===== config.mk =====
export PLATFORM = sky130hd
export DESIGN_NAME = tc77_access_arbiter
export DESIGN_NICKNAME = d
export VERILOG_FILES = /design/src/rtl/tc77_access_arbiter.sv
export SDC_FILE = /design/constraint.sdc
export NUM_CORES = 1
export LEC_CHECK = 0
export BUFFER_PORTS_ARGS = -buffer_cell sky130_fd_sc_hd__buf_2
export CAP_MARGIN = 40
export CORE_MARGIN = 2
export CORE_UTILIZATION = 35
export CTS_CLUSTER_SIZE = 24
export DETAILED_ROUTE_END_ITERATION = 16
export GPL_TIMING_DRIVEN = 0
export PLACE_DENSITY_LB_ADDON = 0.15
export SLEW_MARGIN = 30
export SYNTH_ARGS = -nofsm -noshare
export SYNTH_HDL_FRONTEND = slang
export SYNTH_SLANG_ARGS = --single-unit

===== constraint.sdc =====
create_clock -name MCLK -period 4.1 [get_ports MCLK]
set_input_delay 0.82 -clock MCLK [delete_from_list [all_inputs] [get_ports MCLK]]
set_output_delay 0.82 -clock MCLK [all_outputs]
set_load 0.005 [all_outputs]

===== src/rtl/tc77_access_arbiter.sv =====
// TC77 reader arbiter: round-robin sharing of the TempLoader between
// two requesters, with a reading cache and a completion watchdog.
`timescale 1ns/1ps
module tc77_access_arbiter #(
    parameter logic [23:0] TIMEOUT_CYC = 24'd1_000_000,
    parameter logic [23:0] CACHE_CYC   = 24'd4_000_000
) (
    input  logic        MCLK,
    input  logic        nRESET,
    input  logic        nREQ0,
    input  logic        nREQ1,
    output logic        nACK0,
    output logic        nACK1,
    output logic [13:0] RDDATA,
    output logic        RDERR,
    output logic        RDCACHED,
    output logic        BUSY,
    output logic        nLOAD,
    input  logic        nCOMPLETE,
    input  logic [13:0] TEMPDATA
);

    typedef enum logic [1:0] {
        S_IDLE,
        S_LOAD,
        S_WAIT,
        S_ACK
    } state_t;

    localparam logic [23:0] AGE_MAX = 24'hFF_FFFF;

    state_t      state, state_n;
    logic        winner, winner_n;
    logic        last_srv, last_srv_n;
    logic        cache_vld, cache_vld_n;
    logic [23:0] age, age_n;
    logic [23:0] tmo, tmo_n;
    logic        nack0_n, nack1_n, nload_n;
    logic [13:0] rddata_n;
    logic        rderr_n, rdcached_n;

    logic        req0, req1, pick, hit;

    assign req0 = ~nREQ0;
    assign req1 = ~nREQ1;
    // on a tie the requester not served last wins
    assign pick = (req0 & req1) ? ~last_srv : req1;
    assign hit  = cache_vld && (age < CACHE_CYC);
    assign BUSY = (state != S_IDLE);

    // state and registered outputs
    always_ff @(posedge MCLK or negedge nRESET) begin
        if (!nRESET) begin
            state     <= S_IDLE;
            winner    <= 1'b0;
            last_srv  <= 1'b1;
            cache_vld <= 1'b0;
            age       <= '0;
            tmo       <= '0;
            nACK0     <= 1'b1;
            nACK1     <= 1'b1;
            nLOAD     <= 1'b1;
            RDDATA    <= '0;
            RDERR     <= 1'b0;
            RDCACHED  <= 1'b0;
        end else begin
            state     <= state_n;
            winner    <= winner_n;
            last_srv  <= last_srv_n;
            cache_vld <= cache_vld_n;
            age       <= age_n;
            tmo       <= tmo_n;
            nACK0     <= nack0_n;
            nACK1     <= nack1_n;
            nLOAD     <= nload_n;
            RDDATA    <= rddata_n;
            RDERR     <= rderr_n;
            RDCACHED  <= rdcached_n;
        end
    end

    // next-state, grant, cache and watchdog logic
    always_comb begin
        state_n     = state;
        winner_n    = winner;
        last_srv_n  = last_srv;
        cache_vld_n = cache_vld;
        age_n       = age;
        tmo_n       = tmo;
        nack0_n     = nACK0;
        nack1_n     = nACK1;
        nload_n     = nLOAD;
        rddata_n    = RDDATA;
        rderr_n     = RDERR;
        rdcached_n  = RDCACHED;

        if (cache_vld && age != AGE_MAX) begin
            age_n = age + 24'd1;
        end

        unique case (state)
            S_IDLE: begin
                if (req0 | req1) begin
                    winner_n = pick;
                    if (hit) begin
                        state_n    = S_ACK;
                        rdcached_n = 1'b1;
                        rderr_n    = 1'b0;
                        nack0_n    = pick;
                        nack1_n    = ~pick;
                    end else begin
                        state_n = S_LOAD;
                        nload_n = 1'b0;
                        tmo_n   = '0;
                    end
                end
            end
            S_LOAD: begin
                nload_n = 1'b1;
                state_n = S_WAIT;
            end
            S_WAIT: begin
                if (!nCOMPLETE) begin
                    state_n    = S_ACK;
                    rddata_n   = TEMPDATA;
                    rderr_n    = 1'b0;
                    rdcached_n = 1'b0;
                    nack0_n    = winner;
                    nack1_n    = ~winner;
                    // bit0 clear means the conversion was not finished
                    cache_vld_n = TEMPDATA[0];
                    if (TEMPDATA[0]) begin
                        age_n = '0;
                    end
                end else if (tmo == TIMEOUT_CYC - 24'd1) begin
                    state_n     = S_ACK;
                    rderr_n     = 1'b1;
                    rdcached_n  = 1'b0;
                    cache_vld_n = 1'b0;
                    nack0_n     = winner;
                    nack1_n     = ~winner;
                end else begin
                    tmo_n = tmo + 24'd1;
                end
            end
            S_ACK: begin
                nack0_n    = 1'b1;
                nack1_n    = 1'b1;
                last_srv_n = winner;
                state_n    = S_IDLE;
            end
            default: begin
                state_n = S_IDLE;
            end
        endcase
    end

endmodule


==> results.json, run 1 <==
{
  "routabilityCongestion": 0.8192,
  "total_power_mw": 2.908,
  "synth_edf_count": 0,
  "finalSetupViolCount": 0,
  "cts_htree_levels": 3,
  "first_pass_iters": 4,
  "die_area_um2": 12040,
  "drive_gt1_share_pct": 19.21,
  "max_freq_mhz": 399.3,
  "dp_hpwl_um": 6485,
  "drtAntennaViolNets": 0,
  "vias": 3220,
  "grt_pass1_wl_um": 16190,
  "worstSetupStartpointType": "flip-flop",
  "status": "finished, final reports clean",
  "cts-root-buf": "clkbuf_8",
  "critical_path.endpoint_type": "flip-flop",
  "cts_tree": "done",
  "portBuffers": 38,
  "min_period_ns": 2.505,
  "layout.cells.non_filler": 598,
  "synth_warnings": 0,
  "grt_overflow": 0,
  "startpoint": "tmo[14]",
  "synth_cell_types": 62,
  "yosysMostFrequentCell": "dfrtp_1",
  "dr.first_iter.drc_count": 178,
  "regToRegSetupSlack_ns": 1.60,
  "antenna_cells": 0,
  "crit_type": "flip-flop to flip-flop",
  "clk_pin_slew_ns": 0.08,
  "totalWireLength_um": 9265,
  "fin_skew_ns": 0.01060,
  "clock_sinks": 72,
  "dp_cells": 582,
  "finalNetCount": 478,
  "regToRegEndpoint": "tmo[8]",
  "die-height_um": 109.7,
  "worst_slew_pin_slew_ns": 0.6583,
  "required_ns": 4.33,
  "cts_buffer_depth": 2,
  "numCtsBuffers": 9,
  "syn_avg_cell_area_um2": 9.708,
  "synth_flop_cell": "dfrtp_1",
  "drv_cap": 0,
  "avgViaCountPerCell": 5.385,
  "ios": 39,
  "synth_cells": 403,
  "grt_max_degree": 46,
  "slew_headroom_pct": 55.82,
  "synth_area_um2": 3913,
  "synthesis.nets": 428,
  "grt_pass1_vias": 3249,
  "finalHoldWorstSlack_ns": 0.3926,
  "initial_core_util_pct": 35.93,
  "cp-endpoint": "tmo[8]",
  "synth_seq_cells": 72,
  "r2r-start": "tmo[14]",
  "fp-row-count": 38,
  "final.fill_count": 1080,
  "worstRegToRegCells": 7,
  "ir_drop_mv": 0.3129,
  "netlist.area_leader.share_pct": 43.49,
  "crit_arrival_ns": 2.73,
  "finish.utilization_pct": 41.55,
  "fin_tns_setup_ns": 0,
  "ys_async_sr_fraction_pct": 100.0,
  "worst_skew_pair.late_latency_ns": 0.35,
  "hold_class": "input pin to asynchronous set/reset pin",
  "min_period_over_period_pct": 61.09,
  "p_leak_nw": 1.896,
  "route.detailed.drc": 0,
  "cts_setup_buffers": 0,
  "crit_fanout": 10,
  "cts_hold_buf": 0,
  "netlist_top_cells_area": "dfrtp_1 (43%), nand2_1 (5.2%), mux2_2 (4.9%), nand3_1 (3.3%), nor2_1 (3.0%)",
  "dpl_cell_area_um2": 4308,
  "yosysSeqAreaShare_pct": 46.18,
  "fp.coreArea_um2": 10890,
  "hold_viol": 0,
  "slew_viol_final": 0,
  "antenna_found_initial": 0,
  "cts_resized": 0,
  "setup_ws_ns": 1.595,
  "track_usage_pct": 17.36,
  "rsz0062_at_grt": "false",
  "detail_route.wl_per_cell_um": 15.49,
  "ys_top_cells_by_count": "dfrtp_1 (68), nand2_1 (54), nor2_1 (31), nand3_1 (26), mux2_2 (17)",
  "place_ws_ns": 1.497,
  "yosys.area.top_type": "dfrtp_1",
  "die_w_um": 109.7,
  "powerDensity_nw_per_um2": 642.8,
  "synthToLayoutAreaGrowth_pct": 15.64,
  "design_area_um2": 4524
}
final cells by class:
type | instances | area [um2] | share of cell area (%)
multi-input combinational | 306 | 1999 | 44.19
sequential | 72 | 1807 | 39.93
timing repair buffer | 39 | 220.2 | 4.867
tap | 140 | 175.2 | 3.872
clock buffer | 12 | 165.2 | 3.650
buffer | 14 | 65.06 | 1.438
clock inverter | 4 | 51.30 | 1.134
inverter | 11 | 41.29 | 0.9126
layer usage:
layer,wire length (um),up-vias,GRT usage (%)
li1,-,1577,-
met1,4511,1563,23.79
met4,125,0,5.967
met3,498,12,4.801
met5,0,-,0
met2,4129,68,26.32
cells by family after synthesis:
logic type      share of synthesized area, %
compound gates                         12.50
xor+xnor                               3.582
fa+ha+maj                              1.919
buf+inv                                2.718
flops                                  46.18
mux                                    5.948
simple gates                           27.15
worst min-delay path by stage:
stage	from	endpoint	slack, ns	cells after the start
2_1_floorplan	nACK0	nACK0	0.45	2
3_3_place_gp	nACK0	nACK0	0.46	2
3_5_place_dp	nACK0	nACK0	0.47	2
4_1_cts	nRESET	tmo[19]	0.39	1
5_1_grt	nRESET	tmo[21]	0.41	1
6_report	nRESET	tmo[19]	0.39	1
registers in the layout, summed over array words and instances (netlist names):
name       flops
state          2
nLOAD          1
RDERR          1
nACK0          1
last_srv       1
cache_vld      1
nACK1          1
winner         1
tmo           24
RDCACHED       1
age           24
RDDATA        14
power by group:
group | switching, mW | internal, mW | leakage [nW]
clock | 0.278 | 0.331 | 0.109
combinational | 0.597 | 0.457 | 0.854
sequential | 0.263 | 0.982 | 0.934
cell usage in the layout, fill, tap and decap left out, types with 7 or more instances in the layout:
cell type,synthesis,layout
nor3_1,9,9
nand4_1,12,12
inv_1,11,11
nand3_1,26,26
xor2_1,9,9
clkbuf_1,11,11
mux2_2,17,17
xnor2_1,7,7
nand2_1,54,54
buf_2,1,38
and3_1,9,9
and2_1,8,8
dfrtp_1,68,68
a21oi_1,16,16
o21ai_0,9,9
clkbuf_8,0,12
nor2_1,31,31
worst max-delay path: stages (launching register included):
cell	delay (ns)
dfrtp_1	0.44
nor4bb_1	0.39
nand4_1	0.23
o21ai_1	0.59
a22o_1	0.27
buf_6	0.16
buf_4	0.17
o221ai_1	0.11
No activity file was read; power rests on OpenSTA's default activity.
==> run 2, diff against run 1 <==
--- a/config.mk
+++ b/config.mk
@@ -5,6 +5,7 @@
 export SDC_FILE = /design/constraint.sdc
 export NUM_CORES = 1
 export LEC_CHECK = 0
+export ABC_AREA = 1
 export BUFFER_PORTS_ARGS = -buffer_cell sky130_fd_sc_hd__buf_2
 export CAP_MARGIN = 40
 export CORE_MARGIN = 2
==> constraint.sdc (replaced) <==
create_clock -name MCLK -period 2.6 [get_ports MCLK]
set_input_delay 0.52 -clock MCLK [delete_from_list [all_inputs] [get_ports MCLK]]
set_output_delay 0.52 -clock MCLK [all_outputs]
set_load 0.005 [all_outputs]
==> results.json, run 2 <==
{
  "cts_setup_buffers": 0,
  "critical_path.endpoint_type": "flip-flop",
  "worst_slew_pin_slew_ns": 0.5949,
  "ys_top_cells_by_count": "nand2_1 (256), nor2_1 (93), dfrtp_1 (68), nand3_1 (52), inv_1 (48)",
  "cts-root-buf": "clkbuf_16",
  "drtAntennaViolNets": 0,
  "synth_cells": 651,
  "regToRegSetupSlack_ns": 0.31,
  "totalWireLength_um": 11240,
  "worstRegToRegCells": 9,
  "synth_edf_count": 0,
  "top_regs": "age x24, tmo x24, RDDATA x14",
  "final_common_cell": "nand2_1",
  "rsz0062_at_grt": "false",
  "min_period_over_period_pct": 88.04,
  "multiInputGateArea_um2": 2400,
  "synth_area_um2": 4489,
  "die_w_um": 117.3,
  "hold_viol": 0,
  "initial_core_util_pct": 35.72,
  "drive_gt1_share_pct": 14.02,
  "dr.first_iter.drc_count": 264,
  "ir_drop_mv": 0.4911,
  "required_ns": 2.83,
  "grt_overflow": 0,
  "netlist_top_cells_area": "dfrtp_1 (38%), nand2_1 (21%), nor2_1 (7.8%), nand3_1 (5.8%), inv_1 (4.0%)",
  "cts_htree_levels": 3,
  "crit_fanout": 10,
  "track_usage_pct": 18.23,
  "synthToLayoutAreaGrowth_pct": 17.00,
  "final.fill_count": 1310,
  "antenna_cells": 0,
  "fin_tns_setup_ns": 0,
  "hold_class": "input pin to asynchronous set/reset pin",
  "portBuffers": 38,
  "worst_skew_pair.late_latency_ns": 0.35,
  "route.detailed.drc": 0,
  "critPathBufInv": 5,
  "fp.coreArea_um2": 12570,
  "drv_cap": 0,
  "ios": 39,
  "antenna_found_initial": 0,
  "netlist.area_leader.share_pct": 37.90,
  "p_leak_nw": 2.546,
  "synth_cell_types": 33,
  "cts_tree": "done",
  "worst_path_most_repeated_cell": "inv_1",
  "finalNetCount": 726,
  "clock_sinks": 72,
  "synth_flop_cell": "dfrtp_1",
  "seqCellArea_um2": 1807,
  "regToRegEndpoint": "age[14]",
  "yosysMostFrequentCell": "nand2_1",
  "synth_seq_cells": 72,
  "crit_arrival_ns": 2.52,
  "cp_slowest_cell": "dfrtp_1",
  "detail_route.wl_per_cell_um": 12.80,
  "cts_hold_buf": 0,
  "powerDensity_nw_per_um2": 942.7,
  "place_ws_ns": 0.2894,
  "yosys.area.top_type": "dfrtp_1",
  "cp_top_family": "buffers and inverters",
  "grt_pass1_vias": 4056,
  "grt_pass1_wl_um": 19320,
  "yosysSeqAreaShare_pct": 40.25,
  "critPathMaxStageDelay_ns": 0.42,
  "fp-row-count": 41,
  "max_freq_mhz": 436.9,
  "setup_ws_ns": 0.3111,
  "finalHoldWorstSlack_ns": 0.07948,
  "cp_cell_sequence": "inv_1 > ha_1 > buf_2 > inv_1 > nor2_1 > nand2_1 > inv_1 > buf_2 > nor2_1",
  "cts_buffer_depth": 2,
  "synthesis.nets": 676,
  "mostFrequentLayoutCells": "nand2_1 (256), nor2_1 (93), dfrtp_1 (68), nand3_1 (52), inv_1 (48)",
  "ys_async_sr_fraction_pct": 100.0,
  "syn_avg_cell_area_um2": 6.896,
  "startpoint": "state[0]",
  "numCtsBuffers": 9,
  "fin_skew_ns": 0.01079,
  "min_period_ns": 2.289,
  "clk_pin_slew_ns": 0.07,
  "routabilityCongestion": 0.9097,
  "die_area_um2": 13750,
  "vias": 4210,
  "avgViaCountPerCell": 4.795,
  "r2r-start": "state[0]",
  "finish.utilization_pct": 41.79,
  "finalSetupViolCount": 0,
  "synth_warnings": 0,
  "slew_viol_final": 0,
  "dp_hpwl_um": 8405,
  "slew_headroom_pct": 60.19,
  "status": "finished, final reports clean",
  "worstSetupStartpointType": "flip-flop",
  "crit_type": "flip-flop to flip-flop",
  "grt_max_degree": 48,
  "cts_resized": 0,
  "first_pass_iters": 5,
  "die-height_um": 117.3
}
==> run 2: logic make-up after synthesis <==
logic type,synth area share (%)
DFF,40.25
buffers and inverters,6.299
xor gates and xnor gates,4.292
muxes,0.2508
and+or+nand+nor,42.73
AOI/OAI and AO/OA,4.515
adders and majority gates,1.672
==> run 2: metrics by stage <==
stage	instances	instance area, um2	power (mW)
global placement	861	4895	3.569
floorplan	651	4489	2.966
detailed placement	862	4925	3.609
global route	878	5253	5.372
CTS	878	5253	5.021
finish	878	5253	4.951
==> run 2: power by group <==
part	switching (mW)	internal, mW	leakage [nW]
Combinational	1.11	0.662	1.43
Sequential	0.312	1.48	0.950
Clock	0.534	0.854	0.162
Total	1.96	2.99	2.55
==> run 2: routing by layer <==
layer	GRT usage, %	vias to the layer above	wire length (um)
met5	0	-	0
met4	7.686	0	290
met3	3.913	22	335
met2	28.31	77	5101
met1	24.64	1969	5515
li1	-	2142	-
==> run 2: worst max path at each step <==
stage                     endpoint  slack (ns)  cells past startpoint
after floorplan            age[11]        0.92                      9
after global placement     age[14]        0.31                      9
after detailed placement   age[14]        0.29                      9
after CTS                  age[14]        0.26                      9
after global routing       age[14]        0.09                      9
final                      age[14]        0.31                      9
==> run 2: cell type report <==
type / count / area share, %
clock inverter: 7 / 1.953
tap: 172 / 4.097
timing repair buffer: 39 / 4.192
clock buffer: 9 / 4.288
multi-input combinational: 515 / 45.69
buffer: 15 / 1.882
inverter: 49 / 3.502
sequential: 72 / 34.40
